[config.mk]
export PLATFORM = sky130hd
export DESIGN_NAME = ram_bist_seq
export DESIGN_NICKNAME = d
export VERILOG_FILES = /design/src/rtl/ram_bist_seq.sv
export SDC_FILE = /design/constraint.sdc
export NUM_CORES = 1
export LEC_CHECK = 0
export CAP_MARGIN = 20
export CELL_PAD_IN_SITES_DETAIL_PLACEMENT = 1
export CELL_PAD_IN_SITES_GLOBAL_PLACEMENT = 1
export CORE_MARGIN = 4
export CORE_UTILIZATION = 39
export DETAILED_ROUTE_END_ITERATION = 10
export PLACE_DENSITY = 0.85
export SYNTH_ARGS = -nofsm -noshare
export SYNTH_HDL_FRONTEND = slang
export SYNTH_SLANG_ARGS = --single-unit
[constraint.sdc]
create_clock -name Clk -period 5.65 [get_ports Clk]
set_input_delay 1.4125 -clock Clk [delete_from_list [all_inputs] [get_ports Clk]]
set_output_delay 1.4125 -clock Clk [all_outputs]
set_load 0.1 [all_outputs]
[src/rtl/ram_bist_seq.sv]
// March-style RAM self-test sequencer: writes a selectable pattern to every word,
// reads it all back through a 1-cycle synchronous RAM, and reports mismatches.
module ram_bist_seq #(
  parameter int unsigned ADDR_W = 6
) (
  input  logic              Clk,
  input  logic              Rst_n,
  input  logic              Start,
  input  logic              Abort,
  input  logic [1:0]        Pattern_Sel,
  output logic [ADDR_W-1:0] Mem_Addr,
  output logic              Mem_Write,
  output logic [31:0]       M_W_Data,
  input  logic [31:0]       M_R_Data,
  output logic              Busy,
  output logic              Done,
  output logic              Pass,
  output logic [7:0]        Err_Cnt,
  output logic [ADDR_W-1:0] First_Err_Addr
);

  typedef enum logic [2:0] {
    S_IDLE  = 3'd0,
    S_WRITE = 3'd1,
    S_READ  = 3'd2,
    S_DRAIN = 3'd3,
    S_DONE  = 3'd4
  } state_e;

  localparam logic [ADDR_W-1:0] LAST_ADDR = '1;
  localparam logic [7:0]        ERR_MAX   = 8'hFF;

  state_e state_q, state_d;

  logic [1:0]        sel_q, sel_d;
  logic [ADDR_W-1:0] mem_addr_q, mem_addr_d;
  logic              mem_write_q, mem_write_d;
  logic [31:0]       wdata_q, wdata_d;
  logic              busy_q, busy_d;
  logic              done_q, done_d;
  logic              pass_q, pass_d;
  logic [7:0]        err_q, err_d;
  logic [ADDR_W-1:0] first_err_q, first_err_d;
  logic              cmp_vld_q, cmp_vld_d;
  logic [ADDR_W-1:0] cmp_addr_q, cmp_addr_d;

  logic              running_c;
  logic              last_addr_c;
  logic              mismatch_c;
  logic [ADDR_W-1:0] addr_inc_c;
  logic [7:0]        err_upd_c;
  logic [ADDR_W-1:0] first_upd_c;

  function automatic logic [31:0] pattern(input logic [1:0] sel, input logic [ADDR_W-1:0] a);
    logic [7:0]  byte_v;
    logic [31:0] rep;
    logic [31:0] res;
    byte_v = 8'(a);
    rep    = {byte_v, byte_v, byte_v, byte_v};
    case (sel)
      2'b00:   res = 32'h0002_0003;
      2'b01:   res = rep;
      2'b10:   res = 32'h1234_5678 ^ rep;
      default: res = a[0] ? 32'h5555_5555 : 32'hAAAA_AAAA;
    endcase
    return res;
  endfunction

  assign running_c   = (state_q == S_WRITE) || (state_q == S_READ) || (state_q == S_DRAIN);
  assign last_addr_c = (mem_addr_q == LAST_ADDR);
  assign addr_inc_c  = mem_addr_q + ADDR_W'(1);

  // Compare the word the RAM captured on the previous edge; an abort discards it.
  assign mismatch_c  = cmp_vld_q && !Abort && (M_R_Data != pattern(sel_q, cmp_addr_q));
  assign err_upd_c   = (mismatch_c && (err_q != ERR_MAX)) ? err_q + 8'd1 : err_q;
  assign first_upd_c = (mismatch_c && (err_q == 8'd0)) ? cmp_addr_q : first_err_q;

  always_ff @(posedge Clk or negedge Rst_n) begin
    if (!Rst_n) state_q <= S_IDLE;
    else        state_q <= state_d;
  end

  always_comb begin
    state_d = state_q;
    case (state_q)
      S_IDLE:  if (Start) state_d = S_WRITE;
      S_WRITE: if (Abort) state_d = S_IDLE; else if (last_addr_c) state_d = S_READ;
      S_READ:  if (Abort) state_d = S_IDLE; else if (last_addr_c) state_d = S_DRAIN;
      S_DRAIN: state_d = Abort ? S_IDLE : S_DONE;
      S_DONE:  state_d = S_IDLE;
      default: state_d = S_IDLE;
    endcase
  end

  always_comb begin
    sel_d       = sel_q;
    mem_addr_d  = mem_addr_q;
    mem_write_d = mem_write_q;
    wdata_d     = wdata_q;
    busy_d      = busy_q;
    done_d      = 1'b0;
    pass_d      = pass_q;
    err_d       = err_upd_c;
    first_err_d = first_upd_c;
    cmp_vld_d   = 1'b0;
    cmp_addr_d  = cmp_addr_q;
    if (running_c && Abort) begin
      mem_addr_d  = '0;
      mem_write_d = 1'b0;
      busy_d      = 1'b0;
      pass_d      = 1'b0;
    end else begin
      case (state_q)
        S_IDLE: begin
          if (Start) begin
            sel_d       = Pattern_Sel;
            mem_addr_d  = '0;
            mem_write_d = 1'b1;
            wdata_d     = pattern(Pattern_Sel, '0);
            busy_d      = 1'b1;
            pass_d      = 1'b0;
            err_d       = 8'd0;
            first_err_d = '0;
          end
        end
        S_WRITE: begin
          if (last_addr_c) begin
            mem_write_d = 1'b0;
            mem_addr_d  = '0;
          end else begin
            mem_addr_d = addr_inc_c;
            wdata_d    = pattern(sel_q, addr_inc_c);
          end
        end
        S_READ: begin
          cmp_vld_d  = 1'b1;
          cmp_addr_d = mem_addr_q;
          mem_addr_d = last_addr_c ? '0 : addr_inc_c;
        end
        S_DRAIN: begin
          busy_d = 1'b0;
          done_d = 1'b1;
          pass_d = (err_upd_c == 8'd0);
        end
        default: ;
      endcase
    end
  end

  always_ff @(posedge Clk or negedge Rst_n) begin
    if (!Rst_n) begin
      sel_q       <= 2'b00;
      mem_addr_q  <= '0;
      mem_write_q <= 1'b0;
      wdata_q     <= 32'd0;
      busy_q      <= 1'b0;
      done_q      <= 1'b0;
      pass_q      <= 1'b0;
      err_q       <= 8'd0;
      first_err_q <= '0;
      cmp_vld_q   <= 1'b0;
      cmp_addr_q  <= '0;
    end else begin
      sel_q       <= sel_d;
      mem_addr_q  <= mem_addr_d;
      mem_write_q <= mem_write_d;
      wdata_q     <= wdata_d;
      busy_q      <= busy_d;
      done_q      <= done_d;
      pass_q      <= pass_d;
      err_q       <= err_d;
      first_err_q <= first_err_d;
      cmp_vld_q   <= cmp_vld_d;
      cmp_addr_q  <= cmp_addr_d;
    end
  end

  assign Mem_Addr       = mem_addr_q;
  assign Mem_Write      = mem_write_q;
  assign M_W_Data       = wdata_q;
  assign Busy           = busy_q;
  assign Done           = done_q;
  assign Pass           = pass_q;
  assign Err_Cnt        = err_q;
  assign First_Err_Addr = first_err_q;

endmodule

==> results.md <==
Timing:
- The number of pins exceeding their max-slew limit in the final report is 0.
- After routing, the total negative slack on setup checks comes to 0 ns.
- Headroom to the max-slew limit came out at 0.3291.
- Setup repair after global routing left no endpoint under its margin.
- Between clock sinks in the finished design, the worst skew comes to ~0.0052 ns.
- The maximum clock frequency is about 0.24 GHz.
- Setup violations remaining at the end of the flow were counted as 0.
- The worst-margin pin slew is around 1 ns.
- In the finished design, the share of the clock period the worst path needs comes to 0.7231.
- The final-report hold violation count is 0.
- The final period demand of the worst path is 4.086 ns.

Clock tree:
- The maximum clock path buffer count is 2.
- The number of buffers added by the clock tree synthesis step is 5.
- After clock tree synthesis, the flow added hold-fix buffers numbering 0.
- The sink count of the clock tree is 50.
- The buffers inserted during post-CTS setup optimization is 0.
- TritonCTS built the clock tree.
- After clock tree synthesis, the clock-pin slew on the worst setup and hold paths is around 0.09 ns.
- Clock tree synthesis selected as its root buffer the cell clkbuf_8.
- The clock latency reported for the late side of the worst-skew pair is ~0.30 ns.
- After clock tree synthesis, the repair step resized 0 gates.
- The number of levels the H-tree was split into is 2.

Flow run:
- Across the run, the number of max-cap violations was 0.

Die:
- The initial utilization of the core area, before any placement, comes to 0.4026.
- The die covers ~11000 um^2.
- In this run the horizontal extent of the chip is between 100 and 150 um.
- The core area is approximately 8800 um^2.
- The number of top-level design ports is 94.
- The height of the die is 103.1 um.
- The row count is 34.

Global route:
- The pin count of the biggest net entering global routing is about 50.
- The number of global-route vias before repair was roughly 3500.
- The first global-routing pass estimated roughly 17000 um of wire.
- The remaining global-route overflow is 0.
- The number of antenna violations at the first check in global routing came to 0.
- The total routing usage reported by global routing is 0.2028.

Status:
- The run finished with clean final reports.

Layout:
- From synthesis to final layout, the design area changed by 25.92%.
- The fraction of layout cells with a size suffix above 1 is 0.06054.
- After the last flow step, the layout net total stands at 523.
- The repair_antennas step left the layout with diodes totalling 0.
- Counting the fill cells in the layout gives 1041.

Route:
- Once detail routing completed, the nets flagged for antenna violations numbered 0.
- The ratio of routed vias to standard cells is approximately 5.7.
- The total via count in the routed design is between 3000 and 4000.
- The DRC violation count after routing is 0.
- The routed wirelength normalized by instance count is roughly 18 um.
- The first-pass iteration count of the detailed router is 4.
- In this run, the number of DRC markers left after iteration 0 of detailed routing was 136.
- Wires add up to approximately 11000 um.

Placed design:
- Summed over all nets, the half-perimeter wirelength after detailed placement is 7836 um.
- The count of buffers added on input and output ports is slightly above 90.
- Routability-driven placement finished with a final weighted congestion of approximately 0.84.

Synthesis:
- The number of nets produced by synthesis is between 400 and 500.
- The count of flip-flops with a built-in enable after synthesis is 0.
- The synthesized design contains 50 register bits.
- Of all flip-flops after synthesis, the portion carrying an async set or reset was 1.000.
- The synthesized cell area is 3528 um^2.
- The count of different cell masters after synthesis is 63.
- The top flip-flop cell by instance count after synthesis is dfrtp_1.
- The number of warning messages in the yosys log is 0.
- The portion of the post-synthesis area used by sequential elements is 0.3546.
- The average footprint of a synthesized cell is ~8.4 um^2.
- The instance count of the mapped netlist is between 400 and 500.

Critical path:
- The critical path arrival is about 4.3 ns.
- The capture point of the worst reg-to-reg path is Pass.
- The setup slack of the worst register-to-register path is between 2 and 2.5 ns.
- The startpoint of the worst-slack reg-to-reg timing path is sel_q[1].
- In this run the worst path has a maximum fanout of 14.
- The startpoint-to-endpoint class of the critical path is input pin to flop.
- The kind of launch point of the worst setup path is an input pin.
- The type of destination of the critical path is a flop.
- The required time reported for the critical path endpoint is 5.85 ns.
- The depth of the worst register-to-register path is 9.

Power and ir drop:
- IR analysis of the VDD net gives a maximum drop of 362.6 uV.
- The completed layout was analyzed and its total power is between 0.001 and 0.0015 W.
- Power spread over the standard cell area amounts to between 300 and 400 nW/um^2.
- The analysis attributes to cell leakage a power of 1.859 nW.

Worst hold path:
- For hold timing, the worst endpoint is Mem_Write.
- The worst hold path begins at Mem_Write.
- The worst hold path belongs to the class flop to flop.
- The number of cells on the worst hold path is 1.
Yosys cell counts (all sizes together), types with 3 or more instances:
library cell  instances  area share
a211oi                4       0.011
a21oi                19       0.027
a31oi                 6       0.011
and2                  8       0.014
and3                  6       0.011
buf                  26       0.052
clkbuf               16       0.017
dfrtp                50        0.35
ha                    6       0.021
inv                  13       0.014
mux2                  6       0.019
mux2i                11       0.031
nand2                40       0.043
nand2b                8       0.014
nand3                14       0.021
nand4                 7       0.012
nand4b               10       0.027
nor2                 45       0.048
nor2b                11       0.020
nor3                 13       0.018
nor4                  5      0.0089
o211ai                3      0.0064
o21a                  3      0.0064
o21ai                22       0.031
o221ai                3      0.0074
o22ai                 5      0.0089
o31ai                 3      0.0064
o41ai                 3      0.0096
or2                   3      0.0053
or3b                  4      0.0099
xnor2                 5       0.012
xor2                 10       0.025
worst max-delay path, stage by stage:
cell             delay (ns)
clkdlybuf4s50_1        0.46
or4_1                  0.52
a21oi_1                0.16
o21ai_1                0.10
a2111oi_2              0.38
nand4b_2               0.44
a311oi_1               0.39
o22ai_1                0.13
o41ai_2                0.28
state kept, by name (all words and copies together) (netlist names):
register        flops
state_q             3
First_Err_Addr      6
sel_q               2
Pass                1
Mem_Addr            6
M_W_Data           14
Done                1
Err_Cnt             8
Mem_Write           1
cmp_vld_q           1
cmp_addr_q          6
Busy                1
cell type report:
class                   instances  area [um^2]  share of cell area
multi-input cells             313         1983              0.4464
flip-flops and latches         50         1251              0.2816
repair buffers                 96        948.4              0.2135
well taps                     108        135.1             0.03041
clock buffers                   7        76.32             0.01718
inverters                      13        48.80             0.01098
layer usage:
metal / GRT usage / vias up / part of all wire
li1: - / 1610 / -
met1: 0.2611 / 1655 / 0.44
met2: 0.3567 / 68 / 0.52
met3: 0.03248 / 8 / 0.034
met4: 0.04681 / 0 / 0.011
met5: 0 / - / 0
cells in the final DEF (no fill, tap or decap), drive strengths merged, types with 6 or more instances in the layout:
cell type	Yosys	routed
nand2	40	40
nor3	13	13
mux2	6	6
dfrtp	50	50
a31oi	6	6
nand2b	8	8
clkbuf	16	7
ha	6	6
inv	13	13
nor2b	11	11
nor2	45	45
nand4	7	7
nand3	14	14
and3	6	6
nand4b	10	10
a21oi	19	19
xor2	10	10
clkdlybuf4s50	0	92
o21ai	22	22
and2	8	8
mux2i	11	11
worst max-delay path by stage:
| stage | cells after the start | start | slack [ns] | end |
|---|---|---|---|---|
| floorplan | 9 | M_R_Data[6] | 2.18 | Pass |
| global placement | 9 | M_R_Data[6] | 1.38 | Pass |
| detailed placement | 9 | M_R_Data[6] | 1.25 | Pass |
| CTS | 9 | M_R_Data[6] | 1.56 | Pass |
| global route | 9 | M_R_Data[6] | 1.34 | Pass |
| finish | 9 | M_R_Data[6] | 1.56 | Pass |
power by group:
group / total (W) / switching (W) / leakage (nW) / internal (W)
Sequential: 0.000433 / 0.0000404 / 0.661 / 0.000393
Clock: 0.000199 / 0.000113 / 0.0383 / 0.0000856
Combinational: 0.000860 / 0.000656 / 1.16 / 0.000205
through the flow:
stage | cell area (um^2) | cells | hold slack (ns) | utilization | setup slack (ns)
CTS | 4443 | 587 | 0.5067 | 0.5070 | 1.560
finish | 4443 | 587 | 0.4999 | 0.5070 | 1.564
floorplan | 3528 | 418 | 0.5716 | - | 2.185
global route | 4443 | 587 | 0.5366 | 0.5070 | 1.338
global placement | 4367 | 580 | 0.4622 | 0.4983 | 1.385
detailed placement | 4367 | 580 | 0.4865 | 0.4983 | 1.246
kinds of logic after synthesis:
| kind of cell | count (synthesis) | synth area share |
|---|---|---|
| compound gates | 90 | 0.1755 |
| xor+xnor | 15 | 0.03723 |
| fa+ha+maj | 6 | 0.02128 |
| buf+inv | 55 | 0.08333 |
| flops | 50 | 0.3546 |
| mux | 17 | 0.05035 |
| simple gates | 185 | 0.2777 |
(Power assumes the default switching activity.)
